[config.mk]
export PLATFORM = sky130hd
export DESIGN_NAME = multiseg_slave
export DESIGN_NICKNAME = d
export VERILOG_FILES = /design/src/rtl/multiseg_slave.sv
export SDC_FILE = /design/constraint.sdc
export NUM_CORES = 1
export LEC_CHECK = 0
export BUFFER_PORTS_ARGS = -buffer_cell sky130_fd_sc_hd__buf_4
export CELL_PAD_IN_SITES_DETAIL_PLACEMENT = 2
export CELL_PAD_IN_SITES_GLOBAL_PLACEMENT = 2
export CORE_ASPECT_RATIO = 0.5
export CORE_MARGIN = 3
export CORE_UTILIZATION = 30
export DETAILED_ROUTE_END_ITERATION = 6
export MAX_ROUTING_LAYER = met4
export PLACE_DENSITY_LB_ADDON = 0.15
export SLEW_MARGIN = 10
export SYNTH_ARGS = -nofsm -noshare
export SYNTH_HDL_FRONTEND = slang
export SYNTH_SLANG_ARGS = --single-unit
[constraint.sdc]
create_clock -name clk -period 2.9 [get_ports clk]
set_input_delay 0.145 -clock clk [delete_from_list [all_inputs] [get_ports clk]]
set_output_delay 0.145 -clock clk [all_outputs]
set_load 0.05 [all_outputs]
[src/rtl/multiseg_slave.sv]
// multiseg_slave: Avalon-MM register slave for a NUM_DIGITS seven-segment display.
// It drives all digits on a parallel bus and also scans them out as one multiplexed digit.
module multiseg_slave #(
  parameter int unsigned NUM_DIGITS     = 8,
  parameter int unsigned SCAN_DIV       = 50000,
  parameter int unsigned BLINK_DIV      = 250,
  parameter bit          SEG_ACTIVE_LOW = 1'b1
) (
  input  logic                    clk,
  input  logic                    reset_n,
  input  logic [3:0]              slave_address,
  input  logic                    slave_read,
  input  logic                    slave_write,
  input  logic [31:0]             slave_writedata,
  input  logic [3:0]              slave_byteenable,
  output logic [31:0]             slave_readdata,
  output logic [7*NUM_DIGITS-1:0] seg_parallel,
  output logic [6:0]              seg_out,
  output logic [NUM_DIGITS-1:0]   digit_sel
);
  localparam int unsigned PW          = (SCAN_DIV > 1) ? $clog2(SCAN_DIV) : 1;
  localparam int unsigned BW          = (BLINK_DIV > 1) ? $clog2(BLINK_DIV) : 1;
  localparam logic [3:0]  ADDR_CTRL   = 4'd4;
  localparam logic [3:0]  ADDR_MASK   = 4'd5;
  localparam logic [3:0]  ADDR_STATUS = 4'd6;
  localparam logic [6:0]  SEG_POL     = SEG_ACTIVE_LOW ? 7'h7F : 7'h00;

  function automatic logic [6:0] hex7(input logic [3:0] v);
    case (v)
      4'h0: hex7 = 7'h3F;  4'h1: hex7 = 7'h06;  4'h2: hex7 = 7'h5B;  4'h3: hex7 = 7'h4F;
      4'h4: hex7 = 7'h66;  4'h5: hex7 = 7'h6D;  4'h6: hex7 = 7'h7D;  4'h7: hex7 = 7'h07;
      4'h8: hex7 = 7'h7F;  4'h9: hex7 = 7'h6F;  4'hA: hex7 = 7'h77;  4'hB: hex7 = 7'h7C;
      4'hC: hex7 = 7'h39;  4'hD: hex7 = 7'h5E;  4'hE: hex7 = 7'h79;  default: hex7 = 7'h71;
    endcase
  endfunction

  logic [2:0]              ctrl_d, ctrl_q;
  logic [PW-1:0]           pre_d, pre_q;
  logic [3:0]              idx_d, idx_q;
  logic [BW-1:0]           blink_d, blink_q;
  logic                    phase_d, phase_q;
  logic [31:0]             readdata_d, readdata_q;
  logic [7*NUM_DIGITS-1:0] seg_parallel_d, seg_parallel_q;
  logic [6:0]              seg_out_d, seg_out_q;
  logic [NUM_DIGITS-1:0]   digit_sel_d, digit_sel_q;

  logic                    en_c, tick_c, blink_wrap_c;
  logic [31:0]             rdata_c;
  logic [15:0]             mask_all_c;
  logic [6:0]              seg_arr_c   [16];
  logic [7:0]              digit_arr_c [16];
  logic                    unused_c;

  assign en_c     = ctrl_q[0];
  assign unused_c = ^slave_writedata;

  // Per-digit storage, blink mask bit and blank-qualified segment pattern; unused slots padded.
  for (genvar g = 0; g < 16; g++) begin : g_digit
    if (g < NUM_DIGITS) begin : g_on
      localparam int unsigned LANE = g % 4;
      logic [6:0] digit_d, digit_q;
      logic       mask_d, mask_q;
      logic [6:0] seg_c;

      always_comb begin
        digit_d = digit_q;
        mask_d  = mask_q;
        if (slave_write && slave_address == 4'(g / 4) && slave_byteenable[LANE])
          digit_d = slave_writedata[8*LANE +: 7];
        if (slave_write && slave_address == ADDR_MASK && slave_byteenable[g / 8])
          mask_d = slave_writedata[g];
        if (!en_c || (ctrl_q[2] && mask_q && phase_q)) seg_c = SEG_POL;
        else if (ctrl_q[1])                            seg_c = hex7(digit_q[3:0]) ^ SEG_POL;
        else                                           seg_c = digit_q ^ SEG_POL;
      end

      always_ff @(posedge clk or negedge reset_n) begin
        if (!reset_n) begin
          digit_q <= '0;
          mask_q  <= 1'b0;
        end else begin
          digit_q <= digit_d;
          mask_q  <= mask_d;
        end
      end

      assign seg_arr_c[g]             = seg_c;
      assign digit_arr_c[g]           = {1'b0, digit_q};
      assign mask_all_c[g]            = mask_q;
      assign seg_parallel_d[7*g +: 7] = seg_c;
      assign digit_sel_d[g]           = en_c && (idx_q == 4'(g));
    end else begin : g_off
      assign seg_arr_c[g]   = SEG_POL;
      assign digit_arr_c[g] = '0;
      assign mask_all_c[g]  = 1'b0;
    end
  end

  // Register read mux; read data is captured only on a read strobe and otherwise held.
  always_comb begin
    rdata_c = '0;
    case (slave_address)
      4'd0, 4'd1, 4'd2, 4'd3:
        rdata_c = {digit_arr_c[{slave_address[1:0], 2'd3}], digit_arr_c[{slave_address[1:0], 2'd2}],
                   digit_arr_c[{slave_address[1:0], 2'd1}], digit_arr_c[{slave_address[1:0], 2'd0}]};
      ADDR_CTRL:   rdata_c = {29'd0, ctrl_q};
      ADDR_MASK:   rdata_c = {16'd0, mask_all_c};
      ADDR_STATUS: rdata_c = {23'd0, phase_q, 4'd0, idx_q};
      default:     rdata_c = '0;
    endcase
  end

  // Control write, scan prescaler, scan index and blink phase (all held at zero while disabled).
  always_comb begin
    ctrl_d       = ctrl_q;
    pre_d        = '0;
    idx_d        = '0;
    blink_d      = '0;
    phase_d      = 1'b0;
    tick_c       = en_c && (pre_q == PW'(SCAN_DIV - 1));
    blink_wrap_c = (blink_q == BW'(BLINK_DIV - 1));
    if (slave_write && slave_address == ADDR_CTRL && slave_byteenable[0])
      ctrl_d = slave_writedata[2:0];
    if (en_c) begin
      pre_d   = tick_c ? '0 : pre_q + PW'(1);
      idx_d   = idx_q;
      blink_d = blink_q;
      phase_d = phase_q;
      if (tick_c) begin
        idx_d   = (idx_q == 4'(NUM_DIGITS - 1)) ? 4'd0 : idx_q + 4'd1;
        blink_d = blink_wrap_c ? '0 : blink_q + BW'(1);
        if (blink_wrap_c) phase_d = ~phase_q;
      end
    end
    readdata_d = slave_read ? rdata_c : readdata_q;
    seg_out_d  = seg_arr_c[idx_q];
  end

  always_ff @(posedge clk or negedge reset_n) begin
    if (!reset_n) begin
      ctrl_q         <= '0;
      pre_q          <= '0;
      idx_q          <= '0;
      blink_q        <= '0;
      phase_q        <= 1'b0;
      readdata_q     <= '0;
      seg_parallel_q <= {NUM_DIGITS{SEG_POL}};
      seg_out_q      <= SEG_POL;
      digit_sel_q    <= '0;
    end else begin
      ctrl_q         <= ctrl_d;
      pre_q          <= pre_d;
      idx_q          <= idx_d;
      blink_q        <= blink_d;
      phase_q        <= phase_d;
      readdata_q     <= readdata_d;
      seg_parallel_q <= seg_parallel_d;
      seg_out_q      <= seg_out_d;
      digit_sel_q    <= digit_sel_d;
    end
  end

  assign slave_readdata = readdata_q;
  assign seg_parallel   = seg_parallel_q;
  assign seg_out        = seg_out_q;
  assign digit_sel      = digit_sel_q;
endmodule

== Word level (Yosys, flattened, before mapping) ==
Memories as Yosys holds them, arrays and structs flattened.
Index checks and enable logic that the tools add are counted.
Operators by class
  order comparisons: 5
  div/mod/pow operators: 0
  multipliers: 0
  multiplexer cells: 59
  equal/unequal tests: 17
  shift operators: 0
  add/sub/neg operators: 3
  bitwise operators: 22
  reductions and logical operators: 52
Operators by type and width (number)
  two-way mux 7 bit: 34
  binary-select mux 8 bit (select 4 bit): 4
  one-hot mux 32 bit (4 select lines): 1
  inverter 7 bit: 16
  two-way mux 8 bit: 11
  logical AND 1 bit: 39
  two-way mux 16 bit: 2
  binary-select mux 7 bit (select 4 bit): 1
  equality test 4 x 3 -> 1 bit, second input constant: 7
  >= comparator 5 bit, second input constant: 5
  inverter 4 -> 5 bit: 5
  adder 16 x 1 -> 16 bit, second input constant: 1
  equality test 16 bit, second input constant: 1
  equality test 4 x 2 -> 1 bit, second input constant: 4
  two-way mux 4 bit: 3
  adder 8 x 1 -> 8 bit, second input constant: 1
  equality test 4 x 1 -> 1 bit, second input constant: 2
  equality test 8 bit, second input constant: 1
  zero test 4 bit: 2
  logical OR 1 bit: 8
  adder 4 x 1 -> 4 bit, second input constant: 1
  inequality test 2 x 1 -> 1 bit, second input constant: 2
  OR reduction 4 bit: 1
  two-way mux 1 bit: 3
  3 further kinds: 3
Word-level totals
  bits in registers: 199
  latch bits: 0
  bits in writable memories: 0
  memories kept: 8
  input port bits: 44
  output and inout port bits: 103
  bits in read-only memories: 896
Memories
  (name not given): words 16, width 7, rd ports 1, clocked after memory_dff 0, wr ports 0, line 29  | case (v)
  (name not given): words 16, width 7, rd ports 1, clocked after memory_dff 0, wr ports 0, line 29
  (name not given): words 16, width 7, rd ports 1, clocked after memory_dff 0, wr ports 0, line 29
  (name not given): words 16, width 7, rd ports 1, clocked after memory_dff 0, wr ports 0, line 29
  (name not given): words 16, width 7, rd ports 1, clocked after memory_dff 0, wr ports 0, line 29
  (name not given): words 16, width 7, rd ports 1, clocked after memory_dff 0, wr ports 0, line 29
  +2 memories

== Longest topological paths before layout ==
Gate-level depths: netlist of run 1.
  depth in word-level cells: 10
  gate-level depth with buffers: 9

== Worst setup path after synthesis of run 1 ==
OpenSTA, ideal clock, no wires.
  path kind: reg-to-reg
  from: register g_digit[3].g_on.digit_q[0]
  to: register seg_out_q[4], in the netlist seg_out[4]
  cell stages (with the launch flop): 9
  library setup time: 0.075 ns
  period minus slack after synthesis: 2.010 ns
  required time: 2.825 ns
  arrival time: 1.935 ns
  path slack: 0.890 ns
  cells stage by stage: dfrtp_1 -> inv_1 -> ha_1 -> nor2b_1 -> o32a_1 -> mux2_4 -> a31o_1 -> a22o_1 -> nor3_2
Between the ends
  longest elaborated chain between the ends: 9
RTL lines
  start, declared: line 61  | logic [6:0] digit_d, digit_q;
  start signal, assigned: line 82  | digit_q <= digit_d;
  memory (16 x 7 bit)
  two-way mux 7 bit: line 73  | else if (ctrl_q[1]) seg_c = hex7(digit_q[3:0]) ^ SEG_POL;
  two-way mux 7 bit: line 72  | if (!en_c || (ctrl_q[2] && mask_q && phase_q)) seg_c = SEG_POL;
  inverter 7 bit (no source line)
  two-way mux 7 bit: line 73
  two-way mux 7 bit: line 72
  binary-select mux 7 bit (select 4 bit): line 136  | seg_out_d = seg_arr_c[idx_q];
  two-way mux 7 bit (not written as such) (2 in a row): line 136
  named net seg_out_d[4]: line 44  | logic [6:0] seg_out_d, seg_out_q;
  end signal, assigned: line 158  | seg_out_q <= seg_out_d;
  end, declared: line 44
The timed path passes the listed nets, and every way through them passes these cells. The select of a mux whose other input is x is not followed.
A chain may end at the register's enable or synchronous reset.

== Final worst setup path of run 1 ==
  from: register g_digit[0].g_on.digit_q[1]
  to: register seg_out_q[5], in the netlist seg_out[5]
Between the ends
  longest elaborated chain between the ends: 9
RTL lines
  start, declared: line 61
  start signal, assigned: line 82
  memory (16 x 7 bit)
  two-way mux 7 bit: line 73
  two-way mux 7 bit: line 72
  inverter 7 bit (no source line)
  two-way mux 7 bit: line 73
  two-way mux 7 bit: line 72
  named net g_digit[0].g_on.seg_c[5]: line 63  | logic [6:0] seg_c;
  binary-select mux 7 bit (select 4 bit): line 136
  two-way mux 7 bit (not written as such) (2 in a row): line 136
  named net seg_out_d[5]: line 44
The timed path passes the listed nets, and every way through them passes these cells. The select of a mux whose other input is x is not followed.

==> run_results.csv, run 1 <==
group,metric,value,unit
status,run_status,"finished clean",
floorplan,core,35100,µm²
global_routing,track_usage,20.2,%
global_routing,antenna_found_initial,1,
setup_path,cp.arrival,2.67,ns
layout,fillers,3801,
drt,wl_met2,18800,µm
synth,yosys_warnings,0,
setup_path,start_kind,"register",
timing,tns,0,ns
floorplan,ios,147,
floorplan,placementRows,48,
cts,post_cts_buffers,0,
synth,ys_seq_area_share,45.7,%
drt,wl_met3,714,µm
layout,fin_nets,1331,
synth,synth-compound-area-share,14.7,%
synth,yosys.area_share.xor_xnor,1.20,%
drt,drtIter0Drc,414,
timing,max_freq,434,MHz
timing,relSlewSlack,40.4,%
cts,cts_resized,0,
cts,h-tree-depth,4,
setup_path,crit_fanout,7,
floorplan,die_x,276,µm
synth,ys_top_cells_by_count,"133 x dfrtp_1, 101 x nand2_1, 88 x mux2_2, 77 x o21ai_0, 64 x inv_1",
synth,synthSimpleGateAreaFrac,15.0,%
synth,synth_edf_count,0,
cts,clockRootBuffer,"clkbuf_16",
drt,totalWireLength,37100,µm
synth,post-synth-top-count-cell,"dfrtp_1",
synth,synth.distinct_cells,76,
global_routing,grt_pass1_wl,58300,µm
timing,period_minus_slack,2.30,ns
placement,dp_hpwl,27700,µm
layout,multi_input_comb_area,5350,µm²
power_and_ir_drop,p_per_area,672,nW/µm²
drt,num_vias,8833,
cts,cts_buffers,17,
synth,avgSynthCellArea,9.97,µm²
setup_path,crit_path_end_kind,"register",
drt,ant_nets,0,
timing,clock_skew,0.0137,ns
synth,synth_top_family_by_area,"simple AND/OR/NAND/NOR gates",
synth,synthesis.area,10900,µm²
drt,top_layer,"met4",
floorplan,start_util,31.0,%
synth,synthFlopType,"dfrtp_1",
drt,firstDrtPassIters,5,
cts,cts_tree,"done",
drt,viasPerCell,5.13,
global_routing,grt_pass1_vias,9756,
timing,worst_pin_slew,0.894,ns
cts,clockBufferDepth,2,
placement,port_buffers,140,
cts,clkSinkCount,196,
setup_path,cp.required,3.26,ns
drt,drc_errors,0,
cts,clk_pin_slew,0.07,ns
power_and_ir_drop,p_leak,0.00560,µW
placement,gp_congestion,0.858,
timing,slew_violations,0,
synth,synth_fa_ha_area_share,6.31,%
global_routing,grt_overflow,0,
synth,ys_ff_latch,196,
drt,met1_length,17200,µm
layout,drive_gt1_share,28.7,%
floorplan,chipHeight,141,µm
layout,seq_area,4980,µm²
min_path,hp-class,"in2reg",
floorplan,die_area,38800,µm²
synth,yosys.area.top_type_share,30.5,%
timing,setup_viol,0,
power_and_ir_drop,ir_drop,0.000355,V
flow_run,drv_cap,0,
timing,rsz0062_at_grt,"no",
synth,syn_inst,1094,
synth,async_flop_share,100,%
synth,synth_largest_area_cell,"dfrtp_1",
setup_path,critPathKind,"reg2reg",
timing,fin_crit_sh,79.5,%
layout,areaGrowthSynthToFinish,21.6,%
layout,utilization,37.7,%
synth,muxShareOfSynthArea,11.7,%
global_routing,grt_start_max_net_pins,77,
timing,hold_viol,0,
drt,wl_per_cell,21.6,µm
cts,worstSkewPairLatency,0.47,ns
synth,synthTopCellsByArea,"dfrtp_1 31%, dfstp_2 15%, mux2_2 9.1%",
[layout make-up]
type / count / area share [%]
well taps: 475 / 4.48
multi-input cells: 764 / 40.4
clock inverters: 9 / 0.491
inverters: 66 / 1.87
repair buffers: 187 / 11.5
diodes: 1 / 0.0189
flip-flops and latches: 196 / 37.6
clock buffers: 23 / 3.69
[metrics by stage]
step | area (µm²) | setup slack, ns | instances | power (µW) | hold slack (ns)
2_1_floorplan | 10900 | 0.890 | 1096 | 5550 | -0.151
3_3_place_gp | 12400 | 0.678 | 1658 | 6510 | 0.209
3_5_place_dp | 12400 | 0.587 | 1658 | 6620 | 0.221
4_1_cts | 13300 | 0.574 | 1720 | 9040 | 0.112
5_1_grt | 13300 | 0.421 | 1720 | 9430 | 0.171
6_report | 13300 | 0.595 | 1721 | 8910 | 0.141
[worst paths after layout]
path | start | end | slack (ns) | cells past startpoint
max | g_digit[0].g_on.digit_q[1] | seg_out[5] | 0.60 | 7
min | slave_address[3] | slave_readdata[0] | 0.14 | 3
max reg2reg | g_digit[0].g_on.digit_q[1] | seg_out[5] | 0.60 | 7
min reg2reg | blink_q[7] | blink_q[7] | 0.50 | 1
max in group asynchronous | reset_n | seg_parallel[54] | 1.76 | 3
min in group asynchronous | reset_n | blink_q[2] | 0.29 | 2
[logic make-up after synthesis]
logic type,Yosys count
xor gates and xnor gates,15
DFF,196
other,1
adders and majority gates,55
muxes,116
AOI/OAI and AO/OA,246
and+or+nand+nor,329
buffers and inverters,136
[critical path, cell delays in order, from the launching register on]
cell and delay, ns:
dfrtp_1 0.48, inv_1 0.19, ha_1 0.32, nand3_1 0.10, and3_1 0.20, o21ai_0 0.38, o22ai_1 0.21, a221oi_1 0.32
[per-layer routing]
metal / up-vias / global-route usage, %
met5: - / -
met4: 0 / 4.41
met2: 85 / 34.0
met1: 4606 / 25.7
li1: 4115 / -
met3: 27 / 3.25
[power by group]
group / switching, µW / internal [µW] / leakage (µW) / total (µW)
Sequential: 476 / 3190 / 0.00243 / 3670
Clock: 1130 / 1200 / 0.000275 / 2330
Combinational: 1860 / 1050 / 0.00290 / 2910
Total: 3460 / 5450 / 0.00560 / 8910
[placed cells by master, fill, tap and decap left out, types with 5 or more instances in the layout]
cell and count:
a211o_1 5, a211oi_1 8, a21oi_1 40, a22oi_1 11, a31oi_1 8, and2_1 13
and3_1 12, buf_4 153, clkbuf_16 18, dfrtp_1 132, dfstp_2 63, dlygate4sd3_1 30
ha_1 55, inv_1 64, mux2_2 88, mux2i_1 25, nand2_1 101, nand2b_1 24
nand3_1 53, nand4_1 6, nor2_1 57, nor2b_1 21, nor3_1 5, o211ai_1 18
o21ai_0 77, o221ai_1 6, o22ai_1 14, o2bb2ai_1 7, o31ai_1 10, or2_2 6
or3_1 7, xor2_1 11
[state kept, by name (all words and copies together), names as in the netlist]
register	flops
blink_q	8
ctrl_q	3
digit_sel	8
g_digit.g_on.digit_q	56
g_digit.g_on.mask_q	8
idx_q	4
phase_q	1
pre_q	16
seg_out	7
seg_parallel	56
slave_readdata	29
[timing repair]
item	4_1_cts	5_1_grt
hold buffers	30	0
endpoints found under the setup margin	0	0
endpoints found under the hold margin	129	0
Note: power is estimated with default switching activity, not from simulation.
==> inputs of run 2 (changes only) <==
- clock period: 2.9 -> 2.3 ns (I/O delays scaled with it)
==> run 2 against run 1 <==
Compared with the run above: critical path depth rose by 1; fmax increased by 3.9%; combinational power is 36% higher; sequential share of layout area fell by 0.84 points; non-clock buffer count grew 33; wire length grew 3.8%; setup slack worse by 0.51 ns; count of clock-buffer cells in the layout is 2 lower; largest cell class unchanged; core utilization is 0.91 points higher; first-iteration DRC count grew 8.2%.
==> run_results.csv, run 2 (synthesis gave the netlist of run 1 again) <==
group,metric,value,unit
setup_path,crit_fanout,6,
cts,clkSinkCount,196,
min_path,hp-class,"in2reg",
power_and_ir_drop,pwr-share-seq,39.1,%
global_routing,antenna_found_initial,0,
power_and_ir_drop,p_comb_share,33.9,%
placement,pre_cts_ws,0.0596,ns
power_and_ir_drop,p_leak,0.00579,µW
placement,placed_cells_incl_taps,1691,
setup_path,crit_path_max_incr_delay,0.65,ns
layout,fin_area,13600,µm²
timing,worst_pin_slew,0.815,ns
timing,setup_ws,0.0812,ns
floorplan,die_x,276,µm
floorplan,placementRows,48,
timing,max_freq,451,MHz
timing,slew_violations,0,
timing,clock_skew,0.0116,ns
timing,setup_viol,0,
drt,wl_per_cell,22.0,µm
cts,cts_tree,"done",
drt,firstDrtPassIters,4,
placement,dp_hpwl,29000,µm
setup_path,critPathKind,"reg2reg",
floorplan,start_util,31.0,%
drt,drtIter0Drc,448,
cts,worstSkewPairLatency,0.45,ns
power_and_ir_drop,ir_drop,0.000385,V
power_and_ir_drop,p_int,7140,µW
cts,h-tree-depth,4,
power_and_ir_drop,clkPwrFrac,27.0,%
global_routing,grt_pass1_vias,9783,
layout,final_cells,1754,
status,run_status,"finished clean",
layout,areaGrowthSynthToFinish,24.5,%
power_and_ir_drop,p_sw_share,38.7,%
placement,place_area,12700,µm²
drt,wl_met3,823,µm
layout,utilization,38.7,%
cts,clockRootBuffer,"clkbuf_16",
power_and_ir_drop,p_per_area,859,nW/µm²
setup_path,crit_chain,"inv_1 > ha_1 > nand2_1 > o21ai_0 > nand2_1 > a2111oi_0 > a31oi_1 > and3_1",
setup_path,start_kind,"register",
layout,final_common_cell,"buf_4",
floorplan,ios,147,
drt,top_layer,"met4",
drt,met1_length,18100,µm
timing,fin_crit_sh,96.5,%
setup_path,slowest_stage,"a2111oi_0",
setup_path,cp.arrival,2.60,ns
placement,port_buffers,140,
layout,fin_nets,1364,
layout,drive_gt1_share,31.4,%
setup_path,crit_path_end_kind,"register",
cts,cts_buffers,17,
drt,viasPerCell,5.14,
cts,clk_pin_slew,0.08,ns
global_routing,grt_pass1_wl,59900,µm
flow_run,drv_cap,0,
timing,tns,0,ns
cts,post_cts_buffers,0,
drt,ant_nets,0,
placement,gp_congestion,0.855,
floorplan,chipHeight,141,µm
drt,drc_errors,0,
global_routing,grt_overflow,0,
layout,most-common-layout-cells,"185 x buf_4, 127 x dfrtp_1, 101 x nand2_1, 88 x mux2_2, 74 x o21ai_0",
floorplan,die_area,38800,µm²
timing,rsz0062_at_grt,"no",
drt,wl_met2,19300,µm
cts,clockBufferDepth,2,
drt,num_vias,9019,
timing,period_minus_slack,2.22,ns
timing,hold_viol,0,
setup_path,cp.required,2.68,ns
setup_path,crit_top_cell,"nand2_1",
global_routing,track_usage,20.7,%
floorplan,core,35100,µm²
power_and_ir_drop,switching_power,4520,µW
global_routing,grt_start_max_net_pins,76,
timing,relSlewSlack,45.1,%
drt,totalWireLength,38500,µm
## run 2: changes by cell type in the layout (fill, tap and decap cells not counted), moves of 2 or more
cell,change
buf_4,+32
clkbuf_1,-2
dfrtp_1,-5
dfrtp_2,+5
inv_8,+2
o21ai_0,-3
o21ai_1,+3
## run 2: routing by layer
metal,GRT usage (%),up-vias
li1,-,4173
met1,27.1,4738
met2,34.6,90
met3,2.96,18
met4,3.58,0
met5,-,-
## run 2: metrics by stage
| step | total power [µW] | hold WS (ns) |
|---|---|---|
| 2_1_floorplan | 7000 | -0.181 |
| 6_report | 11700 | 0.0969 |
| 3_3_place_gp | 8410 | 0.0835 |
| 4_1_cts | 11800 | 0.0757 |
| 3_5_place_dp | 8540 | 0.0876 |
| 5_1_grt | 12300 | 0.109 |
## run 2: final timing paths
path                                            startpoint            endpoint  slack, ns  cells past startpoint
worst max-delay path            g_digit[6].g_on.digit_q[0]          seg_out[3]       0.08                      8
worst max register to register  g_digit[6].g_on.digit_q[0]          seg_out[3]       0.08                      8
min in group asynchronous                          reset_n            pre_q[8]       0.16                      2
worst min-delay path                            slave_read  slave_readdata[17]        0.1                      3
worst min register to register                    pre_q[0]            pre_q[0]       0.51                      1
max in group asynchronous                          reset_n     seg_parallel[8]       1.33                      3
## run 2: power groups by stage
stage               clock network (µW)  registers [µW]  logic (µW)
global placement                     0            4600        3820
global route                      3400            4640        4280
finish                            3150            4560        3950
floorplan                            0            5120        1880
CTS                               3250            4570        3980
detailed placement                   0            4630        3920
## run 2: final cells by class
| class | instances | area [µm²] |
|---|---|---|
| Timing Repair Buffer | 220 | 1780 |
| Tap cell | 475 | 594 |
| Multi-Input combinational cell | 764 | 5370 |
| Inverter | 66 | 248 |
| Clock inverter | 11 | 111 |
| Antenna cell | 1 | 2.50 |
| Sequential cell | 196 | 4990 |
| Fill cell | 3802 | 21600 |
| Clock buffer | 21 | 482 |
## run 2: what timing repair did
item                                   4_1_cts  5_1_grt
setup endpoints to repair                    0        4
hold buffers                                30        0
endpoints found under the hold margin      111        0
gates resized for setup                      0       12
## run 2: critical path, delay by kind of cell, from the launching register on
family / cells / cell delay, ns
compound gates: 3 / 0.84
fa+ha+maj: 1 / 0.30
buf+inv: 1 / 0.14
flops: 1 / 0.45
simple gates: 3 / 0.39
==> inputs of run 3 (changes only) <==
- CORE_ASPECT_RATIO: 0.5 -> 0.8
- MAX_ROUTING_LAYER: met4 -> unset
==> run 3 against run 2 <==
Compared with the run above: combinational power grew 2%; via count is 0.95% lower; sequential share of layout area down 0.22 points; final area rose by 0.53%; clock skew barely moved; die area fell by 0.32%; hold slack got worse by 0.014 ns; setup slack better by 0.036 ns; register-to-register slack gained 0.04 ns; sequential power about the same; critical path type unchanged; critical endpoint is now seg_out[6]; largest cell class unchanged; largest power group unchanged.
==> run_results.csv, run 3 (synthesis gave the netlist of run 1 again) <==
group,metric,value,unit
min_path,hp-class,"in2reg",
setup_path,crit_fanout,7,
timing,period_minus_slack,2.18,ns
timing,hold_viol,0,
floorplan,chipHeight,177,µm
flow_run,drv_cap,0,
setup_path,crit_end,"seg_out[6]",
drt,num_vias,8933,
timing,setup_viol,0,
cts,clockRootBuffer,"clkbuf_16",
power_and_ir_drop,ir_drop,0.000458,V
layout,most-common-layout-cells,"192 x buf_4, 130 x dfrtp_1, 101 x nand2_1, 88 x mux2_2, 73 x o21ai_0",
floorplan,core,35300,µm²
setup_path,crit_chain,"inv_1 > ha_1 > mux2_2 > a21oi_1 > a21oi_1 > o22ai_1 > mux2_2 > a22oi_1",
placement,port_buffers,140,
status,run_status,"finished clean",
timing,slew_violations,0,
power_and_ir_drop,pwr-share-seq,38.9,%
setup_path,worstReg2RegEnd,"seg_out[6]",
timing,relSlewSlack,55.7,%
global_routing,grt_pass1_wl,59800,µm
setup_path,r2r-start,"g_digit[1].g_on.digit_q[0]",
power_and_ir_drop,p_leak,0.00583,µW
layout,final_common_cell,"buf_4",
timing,worst_pin_slew,0.657,ns
power_and_ir_drop,power,11700,µW
power_and_ir_drop,p_per_area,860,nW/µm²
power_and_ir_drop,p_sw_share,38.2,%
timing,tns,0,ns
cts,worstSkewPairLatency,0.46,ns
global_routing,grt_overflow,0,
floorplan,die_area,38700,µm²
global_routing,grt_start_max_net_pins,60,
setup_path,cp-startpoint,"g_digit[1].g_on.digit_q[0]",
layout,seq_area,4990,µm²
layout,multi_input_comb_area,5370,µm²
timing,max_freq,458,MHz
cts,h-tree-depth,4,
drt,drtIter0Drc,456,
layout,fillers,3865,
setup_path,cp_num_cells,8,
power_and_ir_drop,p_comb_share,34.2,%
cts,cts_buffers,17,
drt,ant_nets,0,
floorplan,ios,147,
power_and_ir_drop,clkPwrFrac,27.0,%
setup_path,crit_path_max_incr_delay,0.44,ns
placement,gp_congestion,0.837,
layout,drive_gt1_share,31.5,%
setup_path,start_kind,"register",
power_and_ir_drop,p_int,7250,µW
timing,fin_crit_sh,94.9,%
floorplan,start_util,30.9,%
drt,totalWireLength,38800,µm
timing,clock_skew,0.0120,ns
global_routing,track_usage,20.5,%
global_routing,antenna_found_initial,0,
drt,wl_per_cell,22.1,µm
drt,firstDrtPassIters,7,
cts,clk_pin_slew,0.07,ns
setup_path,slowest_stage,"dfrtp_1",
timing,rsz0062_at_grt,"no",
layout,utilization,38.7,%
global_routing,grt_pass1_vias,9491,
setup_path,critPathKind,"reg2reg",
setup_path,path_buf_inv,1,
setup_path,cp_top_family,"compound AO/OA/AOI/OAI gates",
cts,cts_tree,"done",
placement,dp_hpwl,29600,µm
setup_path,cp.arrival,2.52,ns
layout,areaGrowthSynthToFinish,25.2,%
drt,drc_errors,0,
cts,clockBufferDepth,2,
power_and_ir_drop,switching_power,4490,µW
setup_path,crit_path_end_kind,"register",
floorplan,placementRows,61,
floorplan,die_x,219,µm
setup_path,cp.required,2.64,ns
setup_path,reg2regPathDepth,8,
setup_path,r2r_slack,0.12,ns
layout,fin_nets,1371,
cts,clkSinkCount,196,
drt,viasPerCell,5.08,
[run 3: cell types whose count changed in the layout (fill, tap and decap cells not counted), sizes merged]
cell / previous run / this run
inv: 73 / 66
buf: 189 / 196
clkinv: 3 / 7
clkbuf: 22 / 25
[run 3: routing by layer]
layer / global-route usage [%] / vias to the layer above / share of wire, %
met5: 0 / - / 0
met4: 3.97 / 0 / 0.76
li1: - / 4197 / -
met1: 31.1 / 4597 / 52
met2: 30.6 / 123 / 44
met3: 3.46 / 16 / 3.2
[run 3: layout make-up]
type                    count  area share, %
diodes                      1         0.0183
clock inverters             8          0.614
inverters                  66           1.81
well taps                 472           4.33
repair buffers            227           13.4
clock buffers              24           3.92
flip-flops and latches    196           36.5
multi-input cells         764           39.3
[run 3: power groups by stage]
stage | clock, µW | combinational [µW] | sequential [µW]
floorplan | 0 | 1880 | 5120
global placement | 0 | 3900 | 4600
detailed placement | 0 | 3960 | 4620
CTS | 3290 | 4020 | 4560
global route | 3440 | 4340 | 4640
finish | 3170 | 4010 | 4560
[run 3: how the worst min path moves through the flow]
stage | from | to | slack [ns] | depth (start not counted)
6_report | slave_read | slave_readdata[6] | 0.08 | 2
3_3_place_gp | reset_n | g_digit[7].g_on.digit_q[1] | 0.13 | 1
3_5_place_dp | reset_n | g_digit[7].g_on.digit_q[0] | 0.14 | 1
4_1_cts | slave_read | slave_readdata[4] | 0.05 | 2
2_1_floorplan | reset_n | blink_q[0] | -0.18 | 0
5_1_grt | slave_read | slave_readdata[5] | 0.08 | 2
[run 3: stage by stage]
stage	setup slack (ns)	std cells	hold WS, ns	instance area (µm²)
floorplan	0.290	1096	-0.181	10900
global placement	0.156	1694	0.131	12700
detailed placement	0.0834	1694	0.136	12700
CTS	0.0425	1756	0.0542	13600
global route	0.00262	1757	0.0789	13600
finish	0.117	1758	0.0832	13700
[run 3: what timing repair did]
action	in CTS	in global routing
buffers inserted	0	1
endpoints found under the setup margin	0	6
hold endpoints to repair	115	0
hold buffers	30	0
resized for setup	0	12
[run 3: worst register-to-register path: cells and delay by family, from the launching register on]
kind | cells | cell delay [ns]
AO/OA/AOI/OAI | 4 | 0.73
adder cells (fa/ha/maj) | 1 | 0.22
buffers and inverters | 1 | 0.23
flip-flops | 1 | 0.44
multiplexers | 2 | 0.45
